===== config.mk =====
export PLATFORM = sky130hd
export DESIGN_NAME = mem_arb_ctrl
export DESIGN_NICKNAME = d
export VERILOG_FILES = /design/src/rtl/mem_arb_pkg.sv /design/src/rtl/arb_pick.sv /design/src/rtl/mem_arb_ctrl.sv
export SDC_FILE = /design/constraint.sdc
export NUM_CORES = 1
export LEC_CHECK = 0
export ABC_AREA = 1
export CORE_AREA = 10 10 193 195
export DETAILED_ROUTE_END_ITERATION = 6
export DIE_AREA = 0 0 203 205
export PLACE_DENSITY = 0.7
export SYNTH_ARGS = -nofsm -noshare
export SYNTH_HDL_FRONTEND = slang
export SYNTH_SLANG_ARGS = --single-unit

===== constraint.sdc =====
create_clock -name clk -period 2.2 [get_ports clk]
set_input_delay 0.55 -clock clk [delete_from_list [all_inputs] [get_ports clk]]
set_output_delay 0.55 -clock clk [all_outputs]
set_load 0.005 [all_outputs]

===== src/rtl/mem_arb_pkg.sv =====
// Shared types and constants for the two-port memory arbiter/controller.
package mem_arb_pkg;
  typedef enum logic [1:0] {IDLE, ISSUE, WAIT, RESP} state_t;

  localparam int   LAT_MAX  = 4;
  localparam logic CPU_PORT = 1'b0;
  localparam logic LDR_PORT = 1'b1;

  function automatic logic [1:0] port_onehot(input logic idx);
    return idx ? 2'b10 : 2'b01;
  endfunction
endpackage


===== src/rtl/arb_pick.sv =====
// 2-way winner select. On a tie the index not equal to 'last' wins; a constant
// last = LDR_PORT degenerates to fixed CPU priority.
module arb_pick
  import mem_arb_pkg::*;
(
  input  logic [1:0] valid,
  input  logic       last,
  output logic       grant,
  output logic       any
);
  assign any   = |valid;
  assign grant = (&valid) ? ~last : valid[LDR_PORT];
endmodule


===== src/rtl/mem_arb_ctrl.sv =====
// Two-requester arbiter in front of a single-ported memory, one transaction in flight.
// Define MEM_ARB_RR_EN for round-robin ties; default build gives the CPU port priority.
module mem_arb_ctrl
  import mem_arb_pkg::*;
#(
  parameter int DATA_W = 64,
  parameter int ADDR_W = 64,
  parameter int LAT    = 2
) (
  input  logic                   clk,
  input  logic                   rst,
  input  logic [1:0]             req_valid,
  output logic [1:0]             req_ready,
  input  logic [1:0]             req_we,
  input  logic [1:0][ADDR_W-1:0] req_addr,
  input  logic [1:0][DATA_W-1:0] req_wdata,
  output logic [1:0]             rsp_valid,
  output logic [DATA_W-1:0]      rsp_rdata,
  output logic                   mem_en,
  output logic                   mem_we,
  output logic [ADDR_W-1:0]      mem_addr,
  output logic [DATA_W-1:0]      mem_wdata,
  input  logic [DATA_W-1:0]      mem_rdata
);
  localparam logic [2:0] LAT_LD = 3'((LAT > LAT_MAX) ? LAT_MAX : ((LAT < 1) ? 1 : LAT));

  state_t              state, state_nxt;
  logic                win, any, accept, last;
  logic                cmd_idx, cmd_we;
  logic [ADDR_W-1:0]   cmd_addr;
  logic [DATA_W-1:0]   cmd_wdata;
  logic [2:0]          cnt;

  arb_pick u_pick (.valid(req_valid), .last(last), .grant(win), .any(any));

`ifdef MEM_ARB_RR_EN
  // Pointer holds the last granted index; reset value steers the first tie to CPU.
  always_ff @(posedge clk or negedge rst) begin
    if (!rst)        last <= LDR_PORT;
    else if (accept) last <= win;
  end
`else
  assign last = LDR_PORT;
`endif

  always_ff @(posedge clk or negedge rst) begin
    if (!rst) state <= IDLE;
    else      state <= state_nxt;
  end

  always_comb begin
    state_nxt = state;
    accept    = 1'b0;
    req_ready = '0;
    rsp_valid = '0;
    mem_en    = 1'b0;
    mem_we    = 1'b0;
    mem_addr  = '0;
    mem_wdata = '0;
    case (state)
      IDLE: if (any) begin
        accept    = 1'b1;
        req_ready = port_onehot(win);
        state_nxt = ISSUE;
      end
      ISSUE: begin
        mem_en    = 1'b1;
        mem_we    = cmd_we;
        mem_addr  = cmd_addr;
        mem_wdata = cmd_wdata;
        state_nxt = cmd_we ? RESP : WAIT;
      end
      WAIT: if (cnt == 3'd1) state_nxt = RESP;
      RESP: begin
        rsp_valid = port_onehot(cmd_idx);
        state_nxt = IDLE;
      end
      default: state_nxt = IDLE;
    endcase
  end

  // Counter reaches 1 in the cycle LAT after mem_en; read data is captured then.
  always_ff @(posedge clk or negedge rst) begin
    if (!rst) begin
      cmd_idx   <= CPU_PORT;
      cmd_we    <= 1'b0;
      cmd_addr  <= '0;
      cmd_wdata <= '0;
      cnt       <= '0;
      rsp_rdata <= '0;
    end else begin
      if (accept) begin
        cmd_idx   <= win;
        cmd_we    <= req_we[win];
        cmd_addr  <= req_addr[win];
        cmd_wdata <= req_wdata[win];
      end
      if (state == ISSUE) cnt <= LAT_LD;
      else if (state == WAIT) begin
        cnt <= cnt - 3'd1;
        if (cnt == 3'd1) rsp_rdata <= mem_rdata;
      end
    end
  end
endmodule


==> impl_metrics.toml <==
[run_status]
status = "finished with violations"
failing_checks = "setup timing"

[critical_path]
timing.reg2reg.setup_slack_ps = 140
end_kind = "output port"
crit-reg2reg-launch = "state[0]"
path_max_fanout = 5
critPathMostFrequentCell = "sky130_fd_sc_hd__buf_6"
cp_cell_sequence = "ha_4 > buf_12 > buf_12 > buf_6 > buf_6 > buf_6 > nand2_2 > inv_2 > buf_6"
setup.worst_path.start_class = "register"
critical_path.slowest_cell = "sky130_fd_sc_hd__dfrtp_1"
critical_path_class = "reg -> out"
critical-path-max-stage-delay_ps = 420
logic_depth_of_the_worst_register_to_register_path = 12
worst_ep_arrival_time_ps = 1890
required_ps = 1650
reg2reg_to = "cmd_addr[8]"

[grt]
pin_count_of_the_biggest_net_entering_global_routing = 134
antenna_found_initial = 2
globalRouteTotalUtil_pct = 20.0
first_global_vias = 11541
grt_overflow_total = 0
grt_pass1_wl_mm = 65.1

[clock_tree]
h-tree-depth = 4
clk_pin_slew_worst_paths_ps = 90
cts_tree = "done"
cts_made_buffers = 17
clock_insertion_delay_worst_skew_ps = 440
clock-sinks = 199
ctsRootBufferMaster = "sky130_fd_sc_hd__clkbuf_16"
clockBufferDepth = 2

[yosys]
synthesis.instances = 1563
seq_total_area_yosys_pct = 46.7
netlist_area_before_placement_mm2 = 0.0107
mapped_nets = 1897
ys.warnings.count = 0
synth.ff_latch_count = 199
postSynthAreaPerCell_um2 = 6.83
yosysUniqueCellTypes = 19

[sta]
final_setup_tns_ps = -13740
worst-slew-pin-transition_ps = 623
fin_crit_sh_pct = 111
timing_max_transition_violations_final = 0
setup_viol_count_final = 125
post-route-worst-setup-slack_ps = -240
finalHoldWorstSlack_ps = 48.9
slew_headroom_pct = 58.5
clock-skew-final_ps = 10.3
fmaxAchievable_ghz = 0.410
hold_violations = 0
grt_setup_unrepaired = "yes"
period_needed_ps = 2440

[layout]
seq_area_mm2 = 0.00498
multi_input_area_mm2 = 0.00437
drive_gt1_share_pct = 21.9
area.growth.synth_to_final_pct = 72.1
fillCellCount = 3048
fin_nets = 2475
final_cell_count_no_fill = 2605

[die]
floorplan.die_area_mm2 = 0.0416
design.core.area_mm2 = 0.0333
io_pins = 524
num_rows = 67
floorplan.initialDensity_pct = 32.1
die-height_um = 205
die-width_um = 203

[power_and_ir_drop]
power.sequential.fraction_pct = 31.1
vdd.ir_drop.worst_mv = 0.512
power.leakage_nw = 10.3
power.density_cell_area_mw_per_mm2 = 1200
clkPwrFrac_pct = 14.4
switching_share_pct = 38.4
p_comb_share_pct = 54.4
p_int_mw = 13.6
total_switching_power_mw = 8.46

[place]
buffer_ports.inserted = 523
finalWeightedCongestion = 0.893
post-dp-hpwl_mm = 32.9
post-place-cells = 2497

[route]
met2_wirelength_mm = 22.2
met3RoutedLength_mm = 3.52
top_layer = "met4"
vias_per_cell = 4.44
post-route-drc-count = 0
route.layer.met1.wl_mm = 17.0
detailedRoute.firstIterationViolations = 519
vias_after_detailed_routing = 11568
drtAntennaViolNets = 0
wirelength_mm = 44.1
detailed_route_wire_length_per_cell_um = 16.9
dr.pass1.iters = 5

[job]
max_cap_violations = 0

[hold_path]
holdCritPathClass = "in -> async"
## cell usage after synthesis
master / n / area (µm²)
sky130_fd_sc_hd__nand2_1: 598 / 2240
sky130_fd_sc_hd__inv_1: 336 / 1260
sky130_fd_sc_hd__dfrtp_1: 199 / 4980
sky130_fd_sc_hd__nor2_1: 132 / 495
sky130_fd_sc_hd__o21ai_1: 129 / 646
sky130_fd_sc_hd__o21ai_0: 67 / 335
sky130_fd_sc_hd__buf_2: 43 / 215
sky130_fd_sc_hd__buf_6: 21 / 236
sky130_fd_sc_hd__clkbuf_1: 16 / 60.1
sky130_fd_sc_hd__ha_1: 8 / 100
sky130_fd_sc_hd__buf_4: 5 / 37.5
sky130_fd_sc_hd__nand3_1: 2 / 10.0
sky130_fd_sc_hd__a21oi_1: 1 / 5.00
sky130_fd_sc_hd__inv_2: 1 / 3.75
sky130_fd_sc_hd__nand2_2: 1 / 6.26
sky130_fd_sc_hd__nand3b_1: 1 / 7.51
sky130_fd_sc_hd__nor2_2: 1 / 6.26
sky130_fd_sc_hd__nor2_4: 1 / 11.3
sky130_fd_sc_hd__xor2_1: 1 / 8.76
## stage by stage
stage	instance area, µm²	setup slack, ps	total power [mW]	utilization [%]
3_3_place_gp	16600	-270	16.1	49.8
4_1_cts	17300	-418	20.0	52.0
6_report	18400	-240	22.0	55.2
2_1_floorplan	10700	263	10.8	-
3_5_place_dp	16600	-280	16.4	49.8
5_1_grt	18400	-316	23.8	55.2
## registers in the layout (all words and copies together) (netlist names)
register / cells
cnt: 3
state: 2
rsp_rdata: 64
cmd_wdata: 64
cmd_addr: 64
cmd_we: 1
cmd_idx: 1
## cell type report
cell class                      instances  share of cell area, %
Tap cell                              448                   3.05
Sequential cell                       199                   27.1
Clock inverter                         15                  0.831
Inverter                              337                   6.91
Multi-Input combinational cell        942                   23.8
Timing Repair Buffer                  644                   35.9
Clock buffer                           17                   2.32
Antenna cell                            3                 0.0409
## what timing repair did
item,in CTS,in global routing
gates cloned,1,2
gates resized for setup,382,488
setup endpoints to repair,134,133
pin swaps,5,44
buffers inserted,28,53
hold buffers,0,0
## cells by family after synthesis
logic type | share of synthesized area, %
compound gates | 9.24
xor+xnor | 0.0821
fa+ha+maj | 0.938
buf+inv | 17.0
flops | 46.7
simple gates | 26.1
## critical path: cells and delay by family, from the launching register on
kind | cells | cell delay (ps)
buf+inv | 7 | 740
fa+ha+maj | 1 | 220
simple gates | 1 | 50
flops | 1 | 420
## power by group through the flow
| stage | combinational [mW] | sequential (mW) | clock (mW) |
|---|---|---|---|
| detailed placement | 9.75 | 6.63 | 0 |
| floorplan | 4.34 | 6.44 | 0 |
| CTS | 10.1 | 6.59 | 3.28 |
| finish | 12.0 | 6.86 | 3.19 |
| global placement | 9.55 | 6.54 | 0 |
| global route | 13.2 | 7.12 | 3.43 |
## cell usage in the layout, fill, tap and decap left out, types with 2 or more instances in the layout
cell / count
sky130_fd_sc_hd__o21ai_1: 129
sky130_fd_sc_hd__buf_2: 47
sky130_fd_sc_hd__ha_1: 5
sky130_fd_sc_hd__nor2_1: 132
sky130_fd_sc_hd__buf_8: 14
sky130_fd_sc_hd__clkinv_4: 5
sky130_fd_sc_hd__ha_4: 3
sky130_fd_sc_hd__inv_6: 2
sky130_fd_sc_hd__diode_2: 3
sky130_fd_sc_hd__buf_12: 26
sky130_fd_sc_hd__nand2_2: 67
sky130_fd_sc_hd__buf_4: 39
sky130_fd_sc_hd__inv_2: 76
sky130_fd_sc_hd__clkbuf_16: 19
sky130_fd_sc_hd__dlymetal6s2s_1: 3
sky130_fd_sc_hd__nand2_4: 35
sky130_fd_sc_hd__clkdlybuf4s50_1: 388
sky130_fd_sc_hd__inv_8: 6
sky130_fd_sc_hd__clkbuf_2: 6
sky130_fd_sc_hd__nand2_1: 496
sky130_fd_sc_hd__inv_1: 259
sky130_fd_sc_hd__dfrtp_1: 199
sky130_fd_sc_hd__inv_4: 2
sky130_fd_sc_hd__buf_6: 116
sky130_fd_sc_hd__o21ai_0: 67
## worst max-delay path by stage
stage / startpoint / end / slack [ps] / cells past startpoint
global placement: req_valid[0] / req_ready[1] / -270 / 7
floorplan: state[1] / mem_addr[0] / 260 / 7
global route: state[0] / mem_addr[18] / -320 / 9
CTS: state[1] / mem_wdata[1] / -420 / 7
finish: state[0] / mem_addr[18] / -240 / 9
detailed placement: req_valid[0] / req_ready[1] / -280 / 7
## layer usage
metal / up-vias / GRT usage [%]
li1: 5668 / -
met1: 5425 / 22.1
met2: 407 / 35.0
met3: 68 / 6.51
met4: 0 / 7.78
met5: - / 0
Power figures use the tool's default switching activity.
